==> src/rtl/uart_tx_framed.sv <==
// Parametrised UART transmitter with input FIFO: start, DATA_BITS LSB-first, optional parity, 1/2 stop.
// Latency: word accepted into an empty FIFO at edge N drives the start bit from edge N+1.
// Backpressure: s_ready = !full; a full FIFO refuses a push even when a pop happens that same cycle.
`timescale 1ns/1ps
module uart_tx_framed #(
   parameter int CLK_FREQ   = 50_000_000,
   parameter int BAUD_RATE  = 9600,
   parameter int DATA_BITS  = 8,
   parameter int PARITY     = 0,
   parameter int STOP_BITS  = 1,
   parameter int FIFO_DEPTH = 4
) (
   input  logic                               clk,
   input  logic                               rst_n,
   input  logic [DATA_BITS-1:0]               s_data,
   input  logic                               s_valid,
   output logic                               s_ready,
   output logic                               tx,
   output logic                               tx_busy,
   output logic                               tx_done,
   output logic [$clog2(FIFO_DEPTH+1)-1:0]    fifo_count
);

   localparam int CLKS_PER_BIT = CLK_FREQ / BAUD_RATE;
   localparam int CNT_W        = (CLKS_PER_BIT > 1) ? $clog2(CLKS_PER_BIT) : 1;
   localparam int ADDR_W       = $clog2(FIFO_DEPTH);
   localparam int PTR_W        = ADDR_W + 1;
   localparam int CNT_OUT_W    = $clog2(FIFO_DEPTH + 1);
   localparam int BIT_W        = 4;
   // Encoding 3 is treated like "no parity"
   localparam bit HAS_PARITY   = (PARITY == 1) || (PARITY == 2);

   typedef enum logic [2:0] {
      ST_IDLE,
      ST_START,
      ST_DATA,
      ST_PARITY,
      ST_STOP
   } state_t;

   // FIFO storage and pointers (extra MSB distinguishes full from empty)
   logic [DATA_BITS-1:0] mem_q [FIFO_DEPTH];
   logic [DATA_BITS-1:0] mem_d [FIFO_DEPTH];
   logic [PTR_W-1:0]     wr_ptr_q, wr_ptr_d;
   logic [PTR_W-1:0]     rd_ptr_q, rd_ptr_d;
   logic                 full, empty, push, pop;
   logic [DATA_BITS-1:0] rd_word;
   logic                 par_bit;

   // Transmit FSM state and registered line outputs
   state_t               state_q, state_d;
   logic [CNT_W-1:0]     baud_cnt_q, baud_cnt_d;
   logic [BIT_W-1:0]     bit_cnt_q, bit_cnt_d;
   logic [DATA_BITS-1:0] shift_q, shift_d;
   logic                 par_q, par_d;
   logic                 tx_q, tx_d;
   logic                 tx_busy_q, tx_busy_d;
   logic                 tx_done_q, tx_done_d;
   logic                 tick;

   assign s_ready    = !full;
   assign tx         = tx_q;
   assign tx_busy    = tx_busy_q;
   assign tx_done    = tx_done_q;
   assign fifo_count = CNT_OUT_W'(wr_ptr_q - rd_ptr_q);

   // FIFO status, head word, parity of the head word and next pointer/storage values
   always_comb begin
      empty   = (wr_ptr_q == rd_ptr_q);
      full    = (wr_ptr_q[PTR_W-1] != rd_ptr_q[PTR_W-1]) &&
                (wr_ptr_q[ADDR_W-1:0] == rd_ptr_q[ADDR_W-1:0]);
      push    = s_valid && !full;
      rd_word = mem_q[rd_ptr_q[ADDR_W-1:0]];
      par_bit = (PARITY == 1) ? ~^rd_word : ^rd_word;
      mem_d   = mem_q;
      if (push) begin
         mem_d[wr_ptr_q[ADDR_W-1:0]] = s_data;
      end
      wr_ptr_d = wr_ptr_q + PTR_W'(push);
      rd_ptr_d = rd_ptr_q + PTR_W'(pop);
   end

   // Frame sequencing: bit timing, state transitions, pops and next registered outputs
   always_comb begin
      state_d    = state_q;
      bit_cnt_d  = bit_cnt_q;
      shift_d    = shift_q;
      par_d      = par_q;
      tx_done_d  = 1'b0;
      pop        = 1'b0;
      tick       = (baud_cnt_q == CNT_W'(CLKS_PER_BIT - 1));
      baud_cnt_d = (state_q == ST_IDLE || tick) ? '0 : baud_cnt_q + CNT_W'(1);

      case (state_q)
         ST_IDLE: begin
            pop = !empty;
         end
         ST_START: begin
            if (tick) begin
               state_d   = ST_DATA;
               bit_cnt_d = '0;
            end
         end
         ST_DATA: begin
            if (tick) begin
               shift_d = shift_q >> 1;
               if (bit_cnt_q == BIT_W'(DATA_BITS - 1)) begin
                  bit_cnt_d = '0;
                  state_d   = HAS_PARITY ? ST_PARITY : ST_STOP;
               end else begin
                  bit_cnt_d = bit_cnt_q + BIT_W'(1);
               end
            end
         end
         ST_PARITY: begin
            if (tick) begin
               state_d   = ST_STOP;
               bit_cnt_d = '0;
            end
         end
         ST_STOP: begin
            if (tick) begin
               if (bit_cnt_q == BIT_W'(STOP_BITS - 1)) begin
                  tx_done_d = 1'b1;
                  pop       = !empty;
                  state_d   = ST_IDLE;
               end else begin
                  bit_cnt_d = bit_cnt_q + BIT_W'(1);
               end
            end
         end
         default: begin
            state_d = ST_IDLE;
         end
      endcase

      // A pop (from IDLE or straight out of the last stop bit) loads the next frame
      if (pop) begin
         state_d    = ST_START;
         shift_d    = rd_word;
         par_d      = par_bit;
         bit_cnt_d  = '0;
         baud_cnt_d = '0;
      end

      case (state_d)
         ST_START:  tx_d = 1'b0;
         ST_DATA:   tx_d = shift_d[0];
         ST_PARITY: tx_d = par_d;
         default:   tx_d = 1'b1;
      endcase
      tx_busy_d = (state_d != ST_IDLE);
   end

   // All state updates; FIFO storage is not reset since the pointers define its contents
   always_ff @(posedge clk) begin
      if (!rst_n) begin
         wr_ptr_q   <= '0;
         rd_ptr_q   <= '0;
         state_q    <= ST_IDLE;
         baud_cnt_q <= '0;
         bit_cnt_q  <= '0;
         shift_q    <= '0;
         par_q      <= 1'b0;
         tx_q       <= 1'b1;
         tx_busy_q  <= 1'b0;
         tx_done_q  <= 1'b0;
      end else begin
         wr_ptr_q   <= wr_ptr_d;
         rd_ptr_q   <= rd_ptr_d;
         state_q    <= state_d;
         baud_cnt_q <= baud_cnt_d;
         bit_cnt_q  <= bit_cnt_d;
         shift_q    <= shift_d;
         par_q      <= par_d;
         tx_q       <= tx_d;
         tx_busy_q  <= tx_busy_d;
         tx_done_q  <= tx_done_d;
      end
      for (int i = 0; i < FIFO_DEPTH; i++) begin
         mem_q[i] <= mem_d[i];
      end
   end

endmodule

==> config.mk <==
export PLATFORM = sky130hd
export DESIGN_NAME = uart_tx_framed
export DESIGN_NICKNAME = d
export VERILOG_FILES = /design/src/rtl/uart_tx_framed.sv
export SDC_FILE = /design/constraint.sdc
export NUM_CORES = 1
export LEC_CHECK = 0
export BUFFER_PORTS_ARGS = -buffer_cell sky130_fd_sc_hd__buf_4
export CORE_UTILIZATION = 45
export DETAILED_ROUTE_END_ITERATION = 10
export PLACE_DENSITY = 0.74
export SETUP_SLACK_MARGIN = 0.02
export SLEW_MARGIN = 20
export SYNTH_ARGS = -nofsm -noshare
export SYNTH_HDL_FRONTEND = slang
export SYNTH_SLANG_ARGS = --single-unit
==> constraint.sdc <==
create_clock -name clk -period 2.4 [get_ports clk]
set_input_delay 0.12 -clock clk [delete_from_list [all_inputs] [get_ports clk]]
set_output_delay 0.12 -clock clk [all_outputs]
set_load 0.005 [all_outputs]
==> summary.md <==
| Metric | Value |
|---|---|
| Status | `completed` |
| Setup violators final | `0` |
| Synth area leaders | `edfxtp_1 (31%), dfxtp_1 (24%), mux4_2 (5.8%)` |
| Antenna Violating Nets Remaining | `0` |
| Final worst slack | `about 0.46 ns` |
| Top-area cell type share of the netlist area | `30.8%` |
| Tot Pwr | `approximately 3.3 mW` |
| Tightest Pin Transition | `~0.45 ns` |
| Synth Area in Adders | `4.25%` |
| Largest net degree at the start of global routing | `16` |
| Routability Congestion | `approximately 0.74` |
| Die Ht | `around 85 µm` |
| Setup WS pre-CTS | `0.462 ns` |
| Initial Util | `a little under half` |
| CTS root buffer | `clkbuf_8` |
| FMAX | `between 0.5 and 0.6 GHz` |
| Combinational family with the most area after synthesis | `simple AND/OR/NAND/NOR gates` |
| DR iter-0 viols | `49` |
| Data required, critical path | `about 2.6 ns` |
| Row cnt | `29` |
| Crit-path max FO | `4` |
| Crit path launch type | `flop` |
| Fill count | `537` |
| Pleak | `around 1.3 nW` |
| Post-Synth Simple-Gate Area | `between 10% and 20%` |
| Hold Crit Start | `rst_n` |
| DIE AREA | `7270 µm²` |
| Post-synth EDFFs | `32` |
| Synth warn | `0` |
| Layout Nets | `around 320` |
| GRT Residual Overflow | `0` |
| Leading cell type in the layout, fill and taps excluded | `dfxtp_1` |
| CTS tree | `built` |
| Crit share post-route | `between 80% and 90%` |
| Power Dens Cells | `just over 900 nW/µm²` |
| Crit end category | `flop` |
| CTS Buf Count | `9` |
| Fin. max-slew vios | `0` |
| Vias per inst | `about 5.3` |
| Synth Cell Area | `~3100 µm²` |
| Post-synthesis register bit count | `70` |
| Antenna violations before repair | `0` |
| Avg Inst Size Synth | `roughly 12 µm²` |
| # diodes | `0` |
| Count of input and output buffers | `17` |
| Setup crit start | `baud_cnt_q[0]` |
| Router iterations before antenna repair | `4` |
| All-layer global routing usage | `about 15%` |
| Synthesized netlist net count | `~280` |
| Post-Synth XOR/XNOR Area | `under 10%` |
| Clock buffer depth | `2` |
| Synth unique cells | `between 50 and 60` |
| Compound-Gate Fraction of Synth Area | `a little over 7%` |
| Core Area | `about 6500 µm²` |
| Worst VDD drop | `743 µV` |
| Average wire per standard cell | `approximately 13 µm` |
| Final Hold Viols | `0` |
| Data arrival time of the worst path | `2.18 ns` |
| Clock slew at reported path FFs | `0.07 ns` |
| Max_cap viols | `0` |
| WL final | `about 5.2 mm` |
| Post-synth ARST share | `0%` |
| HPWL after DPL | `between 3 and 4 mm` |
| Clk sink count | `70` |
| Vias in the first global route | `between 1500 and 2000` |
| Post-synthesis mux area share | `6.10%` |
| Layout cells sized above 1 | `approximately a fifth` |
| Ys flop type | `dfxtp_1` |
| TNS Setup | `0 ns` |
| Most area-hungry cell type in the Yosys netlist | `edfxtp_1` |
| Io pins | `18` |
| Skew-Pair Late Insertion Delay | `between 0.3 and 0.4 ns` |
| Vias | `approximately 2000` |
| CP Class | `reg -> reg` |
| Width of the die | `85.3 µm` |
| Worst Hold Class | `in -> reg` |
| First-pass GRT wire length | `8.67 mm` |
| Setup Buffers After CTS | `0` |
| Post-Synthesis Cells | `between 200 and 300` |
| Clock Skew | `about 0.012 ns` |
| P&R area growth vs syn | `16.8%` |
| Reg-to-reg startpoint | `baud_cnt_q[0]` |
| Tmin final | `~1.9 ns` |
| Drt drc | `0` |
| H-tree levels | `3` |
| Sequential share of the synthesized area | `55.2%` |
| Most frequent cells in the layout | `dfxtp_1 (38), edfxtp_1 (32), nor2_1 (29), buf_4 (27), nand2_1 (21)` |
| Relative slew slack | `a little over two thirds` |
| RSZ-0062 raised after global routing | `false` |
==> through the flow <==
step	util, %	hold slack (ns)	instance area [µm²]	std cells
final	55.8	0.105	3640	383
after global routing	55.8	0.0985	3640	383
after CTS	55.8	0.0935	3640	383
after detailed placement	51.6	0.324	3370	359
after global placement	51.6	0.320	3370	359
after floorplan	-	0.219	3120	263
==> critical path: stages, from the launching register on <==
cell      delay [ns]
dfxtp_1         0.37
ha_1            0.22
and4b_2         0.28
nand4_1         0.18
a21o_1          0.24
clkinv_1        0.06
ha_1            0.13
ha_1            0.21
and2_1          0.15
==> final timing paths <==
path / end / slack (ns) / depth (start not counted)
worst max-delay path: rd_ptr_q[1] / 0.46 / 8
worst min register to register: baud_cnt_q[0] / 0.47 / 1
worst min-delay path: tx / 0.10 / 2
worst max register to register: rd_ptr_q[1] / 0.46 / 8
==> registers in the layout (all words and copies together), names as in the netlist, 3 cells and up <==
signal,count
mem_q,32
baud_cnt_q,13
shift_q,8
bit_cnt_q,4
rd_ptr_q,3
state_q,3
wr_ptr_q,3
==> report_power, final <==
group          leakage, nW  total [mW]  internal (mW)  switching, mW
clock               0.0903       0.912          0.478          0.434
combinational        0.647       0.924          0.468          0.456
sequential           0.603        1.47           1.39         0.0757
total                 1.34        3.30           2.34          0.965
==> what timing repair did <==
action,CTS,global route
resized for setup,0,0
endpoints found under the hold margin,32,0
endpoints found under the setup margin,0,0
hold buffers,8,0
==> per-layer routing <==
layer / GRT usage [%] / share of wire, % / vias up
li1: - / - / 1024
met1: 19.7 / 46 / 965
met2: 24.8 / 49 / 39
met3: 5.93 / 4.6 / 4
met4: 3.64 / 0.54 / 0
met5: 0 / 0 / -
==> cell type report <==
type                            count  area [µm²]  area share (%)
Multi-Input combinational cell    173        1310            35.9
Clock buffer                       10         128            3.50
Sequential cell                    70        1720            47.3
Clock inverter                      6        62.6            1.72
Timing Repair Buffer               35         283            7.76
Tap cell                           77        96.3            2.65
Inverter                           12        45.0            1.24
==> logic make-up after synthesis <==
logic type	after synthesis
simple gates	101
flops	70
compound gates	31
xor+xnor	22
buf+inv	20
fa+ha+maj	10
mux	9
==> synthesized netlist by cell type, types with 3 or more instances <==
cell type  count
ha_1           9
and3_1         4
xnor2_1       13
a311oi_1       5
and2_1         5
inv_1         10
nand4_1        3
edfxtp_1      32
a21oi_1        9
nand2_1       21
dfxtp_1       38
nor3_1         6
xor2_1         9
mux4_2         8
nor2_1        29
nand3_1        9
o21ai_0        5
clkbuf_1       4
No activity file was read; power rests on OpenSTA's default activity.
